[config.mk]
export PLATFORM = sky130hd
export DESIGN_NAME = alarm_sequencer
export DESIGN_NICKNAME = d
export VERILOG_FILES = /design/src/rtl/pomo_pkg.sv /design/src/rtl/tick_prescaler.sv /design/src/rtl/alarm_sequencer.sv
export SDC_FILE = /design/constraint.sdc
export NUM_CORES = 1
export LEC_CHECK = 0
export ABC_AREA = 1
export CORE_MARGIN = 4
export CORE_UTILIZATION = 50
export DETAILED_ROUTE_END_ITERATION = 8
export GPL_TIMING_DRIVEN = 0
export PLACE_DENSITY_LB_ADDON = 0.05
export RECOVER_POWER = 50
export SYNTH_ARGS = -nofsm -noshare
export SYNTH_HDL_FRONTEND = slang
export SYNTH_SLANG_ARGS = --single-unit
[constraint.sdc]
create_clock -name clk -period 2 [get_ports clk]
set_input_delay 0.6 -clock clk [delete_from_list [all_inputs] [get_ports clk]]
set_output_delay 0.6 -clock clk [all_outputs]
set_load 0.05 [all_outputs]
[src/rtl/pomo_pkg.sv]
`default_nettype none
// +--------------------------------------------------------------------+
// | pomo_pkg                                                           |
// | Shared types and constants for the pomodoro display/alarm blocks.  |
// | Revision: 1.0                                                      |
// +--------------------------------------------------------------------+
package pomo_pkg;

  typedef enum logic [1:0] {
    IDLE  = 2'd0,
    WARN  = 2'd1,
    ALARM = 2'd2,
    PAUSE = 2'd3
  } alarm_state_t;

  localparam logic [15:0] BCD_ZERO_16 = 16'h0000;

endpackage
`default_nettype wire

[src/rtl/tick_prescaler.sv]
`default_nettype none
// +--------------------------------------------------------------------+
// | tick_prescaler                                                     |
// | Free-running 0..DIV-1 counter; tick pulses on the wrap cycle.      |
// | Revision: 1.0                                                      |
// +--------------------------------------------------------------------+
module tick_prescaler #(
  parameter int DIV = 4
) (
  input  logic clk,
  input  logic rst_n,
  input  logic clr,
  output logic tick
);

  localparam int CNT_W = (DIV > 1) ? $clog2(DIV) : 1;
  localparam logic [CNT_W-1:0] c_last = CNT_W'(DIV - 1);

  logic [CNT_W-1:0] r_cnt;

  always_ff @(posedge clk or negedge rst_n) begin
    if (!rst_n) begin
      r_cnt <= '0;
    end else if (clr || (r_cnt == c_last)) begin
      r_cnt <= '0;
    end else begin
      r_cnt <= r_cnt + CNT_W'(1);
    end
  end

  assign tick = (r_cnt == c_last);

endmodule
`default_nettype wire

[src/rtl/alarm_sequencer.sv]
`default_nettype none
// +--------------------------------------------------------------------+
// | alarm_sequencer                                                    |
// | Drives the DP-cathode alarm indicator from the BCD countdown:      |
// | warning flashes near zero, repeating bursts at expiry until lever. |
// | Revision: 1.0                                                      |
// +--------------------------------------------------------------------+
module alarm_sequencer
  import pomo_pkg::*;
#(
  parameter int          TICK_DIV      = 25_000_000,
  parameter int          BURST_TOGGLES = 16,
  parameter int          PAUSE_TICKS   = 4,
  parameter logic [7:0]  WARN_SECS     = 8'h10
) (
  input  logic       clk,
  input  logic       rst_n,
  input  logic [7:0] min_bcd,
  input  logic [7:0] sec_bcd,
  input  logic       lever,
  output logic       alarm_out,
  output logic       alarm_active
);

  localparam int TOG_W = $clog2(BURST_TOGGLES + 1);
  localparam int PAU_W = (PAUSE_TICKS > 0) ? $clog2(PAUSE_TICKS + 1) : 1;
  localparam logic [TOG_W-1:0] c_tog_last = TOG_W'(BURST_TOGGLES - 1);
  localparam logic [PAU_W-1:0] c_pau_last = PAU_W'(PAUSE_TICKS - 1);

  alarm_state_t     r_state;
  alarm_state_t     w_state_next;
  logic [15:0]      r_time_q;
  logic [TOG_W-1:0] r_toggle_cnt;
  logic [TOG_W-1:0] w_toggle_cnt_next;
  logic [PAU_W-1:0] r_pause_cnt;
  logic [PAU_W-1:0] w_pause_cnt_next;
  logic             r_alarm_out;
  logic             w_alarm_out_next;
  logic             r_alarm_active;
  logic             w_flash_start;
  logic             w_clr;
  logic             w_tick;
  logic [15:0]      w_live;
  logic             w_expiry;
  logic             w_in_warn;
  logic             w_sec_chg;

  assign w_live    = {min_bcd, sec_bcd};
  // Requiring a nonzero previous value keeps a power-up 00:00 display silent.
  assign w_expiry  = (r_time_q != BCD_ZERO_16) && (w_live == BCD_ZERO_16);
  assign w_in_warn = (min_bcd == 8'h00) && (sec_bcd != 8'h00) && (sec_bcd <= WARN_SECS);
  assign w_sec_chg = (sec_bcd != r_time_q[7:0]);

  tick_prescaler #(
    .DIV (TICK_DIV)
  ) u_tick_prescaler (
    .clk   (clk),
    .rst_n (rst_n),
    .clr   (w_clr),
    .tick  (w_tick)
  );

  always_comb begin
    w_state_next      = r_state;
    w_alarm_out_next  = r_alarm_out;
    w_toggle_cnt_next = r_toggle_cnt;
    w_pause_cnt_next  = r_pause_cnt;
    w_flash_start     = 1'b0;

    case (r_state)
      IDLE: begin
        w_alarm_out_next = 1'b0;
        if (w_expiry) begin
          w_state_next      = ALARM;
          w_alarm_out_next  = 1'b1;
          w_toggle_cnt_next = '0;
        end else if (w_in_warn) begin
          // The second that crosses the threshold gets its flash immediately.
          w_state_next     = WARN;
          w_alarm_out_next = w_sec_chg;
          w_flash_start    = w_sec_chg;
        end
      end

      WARN: begin
        if (w_expiry) begin
          w_state_next      = ALARM;
          w_alarm_out_next  = 1'b1;
          w_toggle_cnt_next = '0;
        end else if (!w_in_warn) begin
          w_state_next     = IDLE;
          w_alarm_out_next = 1'b0;
        end else if (w_sec_chg) begin
          w_alarm_out_next = 1'b1;
          w_flash_start    = 1'b1;
        end else if (w_tick) begin
          w_alarm_out_next = 1'b0;
        end
      end

      ALARM: begin
        if (lever) begin
          w_state_next     = IDLE;
          w_alarm_out_next = 1'b0;
        end else if (w_tick) begin
          if (r_toggle_cnt == c_tog_last) begin
            w_state_next     = PAUSE;
            w_alarm_out_next = 1'b0;
            w_pause_cnt_next = '0;
          end else begin
            w_alarm_out_next  = ~r_alarm_out;
            w_toggle_cnt_next = r_toggle_cnt + TOG_W'(1);
          end
        end
      end

      PAUSE: begin
        w_alarm_out_next = 1'b0;
        if (lever) begin
          w_state_next = IDLE;
        end else if (w_tick) begin
          if (r_pause_cnt == c_pau_last) begin
            w_state_next      = ALARM;
            w_alarm_out_next  = 1'b1;
            w_toggle_cnt_next = '0;
          end else begin
            w_pause_cnt_next = r_pause_cnt + PAU_W'(1);
          end
        end
      end

      default: begin
        w_state_next     = IDLE;
        w_alarm_out_next = 1'b0;
      end
    endcase
  end

  // Every phase starts from a fresh prescaler so its first tick is a full period away.
  assign w_clr = (w_state_next != r_state) || w_flash_start;

  always_ff @(posedge clk or negedge rst_n) begin
    if (!rst_n) begin
      r_state        <= IDLE;
      r_time_q       <= BCD_ZERO_16;
      r_toggle_cnt   <= '0;
      r_pause_cnt    <= '0;
      r_alarm_out    <= 1'b0;
      r_alarm_active <= 1'b0;
    end else begin
      r_state        <= w_state_next;
      r_time_q       <= w_live;
      r_toggle_cnt   <= w_toggle_cnt_next;
      r_pause_cnt    <= w_pause_cnt_next;
      r_alarm_out    <= w_alarm_out_next;
      r_alarm_active <= (w_state_next == ALARM) || (w_state_next == PAUSE);
    end
  end

  assign alarm_out    = r_alarm_out;
  assign alarm_active = r_alarm_active;

endmodule
`default_nettype wire

==> impl_metrics.ini <==
[outcome]
status = complete, but fails checks
violations = negative setup slack

[timing]
slew_headroom = 0.3141
fmax_mhz = 499.8
finalSetupTns_ns = -0.0009077
period_share = 1.000
hold_violations = 0
fin_crit_ns = 2.001
finalWorstSetupSlack_ns = -0.0009077
clock_skew_ns = 0.01180
setup_viol = 1
drv_slew = 0
rsz0062_at_grt = yes
tightest_slew_ns = 1.029

[placement]
hpwl_microns = 4544
dp.cells = 477
dp_slack_ns = -0.4794
gp_congestion = 0.8461
portBuffers = 20

[worst_setup_path]
path_class = in -> reg
path_delay_family = buffers and inverters
crit_buf_inv = 3
r2r_start = r_toggle_cnt[1]
path_cells = clkdlybuf4s50_1, inv_1, nand2_1, nor2_1, nand2_2, nor2_2, a21oi_1, nand2_2, a21oi_4, nand2_8, clkbuf_16, nor2_4
crit_required_ns = 2.25
critPathMostFrequentCell = nand2_2
cpPeakStageDelay_ns = 0.48
crit_fanout = 8
worst_setup_path_start_kind = primary input
crit_slowest_cell = clkdlybuf4s50_1
cp-end-kind = register
startpoint = min_bcd[1]
crit_arrival_ns = 2.25

[clock_network]
clockRootBuffer = clkbuf_8
clk_latency_ns = 0.31
cts_buffers = 5
clock-sinks = 53
cts_tree = yes
h-tree-depth = 2
clkTransAtPathRegs_ns = 0.10
cts_buffer_depth = 2

[cells_and_area]
final_layout_size_suffix_gt1_frac = 0.2190
nets = 443
postLayoutCoreUtil = 0.6269
areaGrowthSynthToFinish_pct = 19.09
antenna_cells = 0
stdcell_count = 495

[routing]
drtAntennaViolNets = 0
avgViaCountPerCell = 5.040
vias = 2495
wl_met3_microns = 210
met2_length_microns = 3221
drc = 0
wl_met1_microns = 2827
highest_layer = met4
routed_wl_microns = 6372
first_pass_iters = 5
drt_iter0_markers = 82
wl_per_cell_microns = 12.87

[job]
cap_viol_max_count = 0

[grt]
grt_max_degree = 37
antenna_found_initial = 0
grt.overflow.total = 0
grt_pass1_wl_microns = 10430
grt_usage = 0.1712
grt_pass1_vias = 2372

[synth]
synth_top_area_share = 0.4181
yosys.cell_types.count = 32
synth_top_cells_by_area = dfrtp_1, nand2_1, nor2_4
netlist_area_sq_um = 3172
yosysTopAreaCell = dfrtp_1
avgSynthCellArea_sq_um = 8.325
yosysWarnings = 0
syn_nets = 405
ys_seq_elements = 53
synthCells = 381
synth_sequential_area_ratio = 0.4181

[power_and_ir_drop]
power_uw = 3071
irDropWorstVdd_mv = 0.5841
p_leak_uw = 0.001654
p_per_area_nw_per_um2 = 813.0

[die]
die_area_sq_um = 7682
start_util = 0.5264
num_rows = 28
ios = 21
core_sq_um = 6026
fp.dieH_microns = 87.65
die_w_microns = 87.65

[min_path]
hold_path_class = in -> async
==> layout by cell type, fill, tap and decap left out, types with 6 or more instances in the layout <==
| cell | netlist | final |
|---|---|---|
| nor2_1 | 52 | 44 |
| nand3_1 | 25 | 21 |
| dfrtp_1 | 53 | 53 |
| inv_1 | 54 | 52 |
| dlygate4sd2_1 | 0 | 10 |
| xnor2_1 | 6 | 6 |
| nand3_2 | 5 | 8 |
| nor2_2 | 1 | 8 |
| buf_4 | 0 | 8 |
| nand2_2 | 4 | 7 |
| nor2_4 | 23 | 24 |
| nand2_1 | 80 | 76 |
| clkdlybuf4s25_1 | 0 | 7 |
| xor2_1 | 17 | 16 |
| nand4_1 | 18 | 18 |
==> worst reg2reg max path, stage by stage (launching register included) <==
cell and delay (ns):
dfrtp_1 0.38, ha_2 0.20, nand2_2 0.06, nor2_2 0.11, ha_2 0.20, inv_2 0.05
nor3_2 0.19, nand3_2 0.11, nand4_1 0.14, nand2_4 0.09, nand2_8 0.12, clkbuf_16 0.18
nor2_4 0.03
==> routing by layer <==
layer  GRT usage  vias to the layer above
met5           0                        -
met4     0.05021                        0
met3     0.03293                       12
met2      0.2918                       36
met1      0.2212                     1168
li1            -                     1279
==> final timing paths <==
path,to,slack (ns),cells after the start
worst max-delay path,u_tick_prescaler.r_cnt[20],-0.0009,12
worst min-delay path,r_time_q[13],0.43,1
worst max register to register,u_tick_prescaler.r_cnt[20],0.04,12
worst min register to register,r_toggle_cnt[4],0.50,2
max in group asynchronous,r_pause_cnt[0],0.83,2
min in group clk,r_toggle_cnt[4],0.50,2
==> cells by family after synthesis <==
logic type                 count (synthesis)  synth area share
DFF                                       53            0.4181
and+or+nand+nor                          226            0.3858
buffers and inverters                     61           0.08520
xor gates and xnor gates                  23           0.06351
AOI/OAI and AO/OA                         13           0.02762
adders and majority gates                  5           0.01972
==> Yosys cell counts (all sizes together) <==
cell / number
a21oi: 4
a22oi: 1
buf: 4
dfrtp: 53
ha: 5
inv: 57
nand2: 85
nand3: 31
nand3b: 1
nand4: 18
nor2: 76
nor3: 11
nor3b: 2
nor4: 2
o21a: 1
o21ai: 5
o22ai: 2
xnor2: 6
xor2: 17
==> report_power, final <==
group,internal (uW),total (uW),switching [uW],leakage [uW]
Sequential,1170,1260,89.6,0.000693
Clock,246,610,364,0.0000364
Combinational,479,1200,719,0.000925
==> state kept, by name, indices dropped and copies added (netlist names) <==
name / count
r_time_q: 16
alarm_out: 1
u_tick_prescaler.r_cnt: 25
alarm_active: 1
r_toggle_cnt: 5
r_pause_cnt: 3
r_state: 2
==> what timing repair did <==
action,CTS,global route
hold buffers,0,0
endpoints found under the setup margin,27,36
resized for setup,18,28
cloned,0,2
setup buffers,2,6
pin swaps,4,15
==> through the flow <==
step           hold WS, ns  cell area [sq um]
6_report            0.4330               3777
5_1_grt             0.5094               3777
4_1_cts             0.2122               3600
3_5_place_dp        0.4831               3481
3_3_place_gp        0.4606               3466
2_1_floorplan       0.3044               3172
==> area by class of cell <==
type	count	area, sq um
tap	75	93.84
sequential	53	1326
timing repair buffer	31	311.5
clock buffer	5	68.82
clock inverter	3	22.52
fill	549	2248
inverter	57	214.0
multi-input combinational	267	1684
buffer	4	56.30
Power figures use the tool's default switching activity.
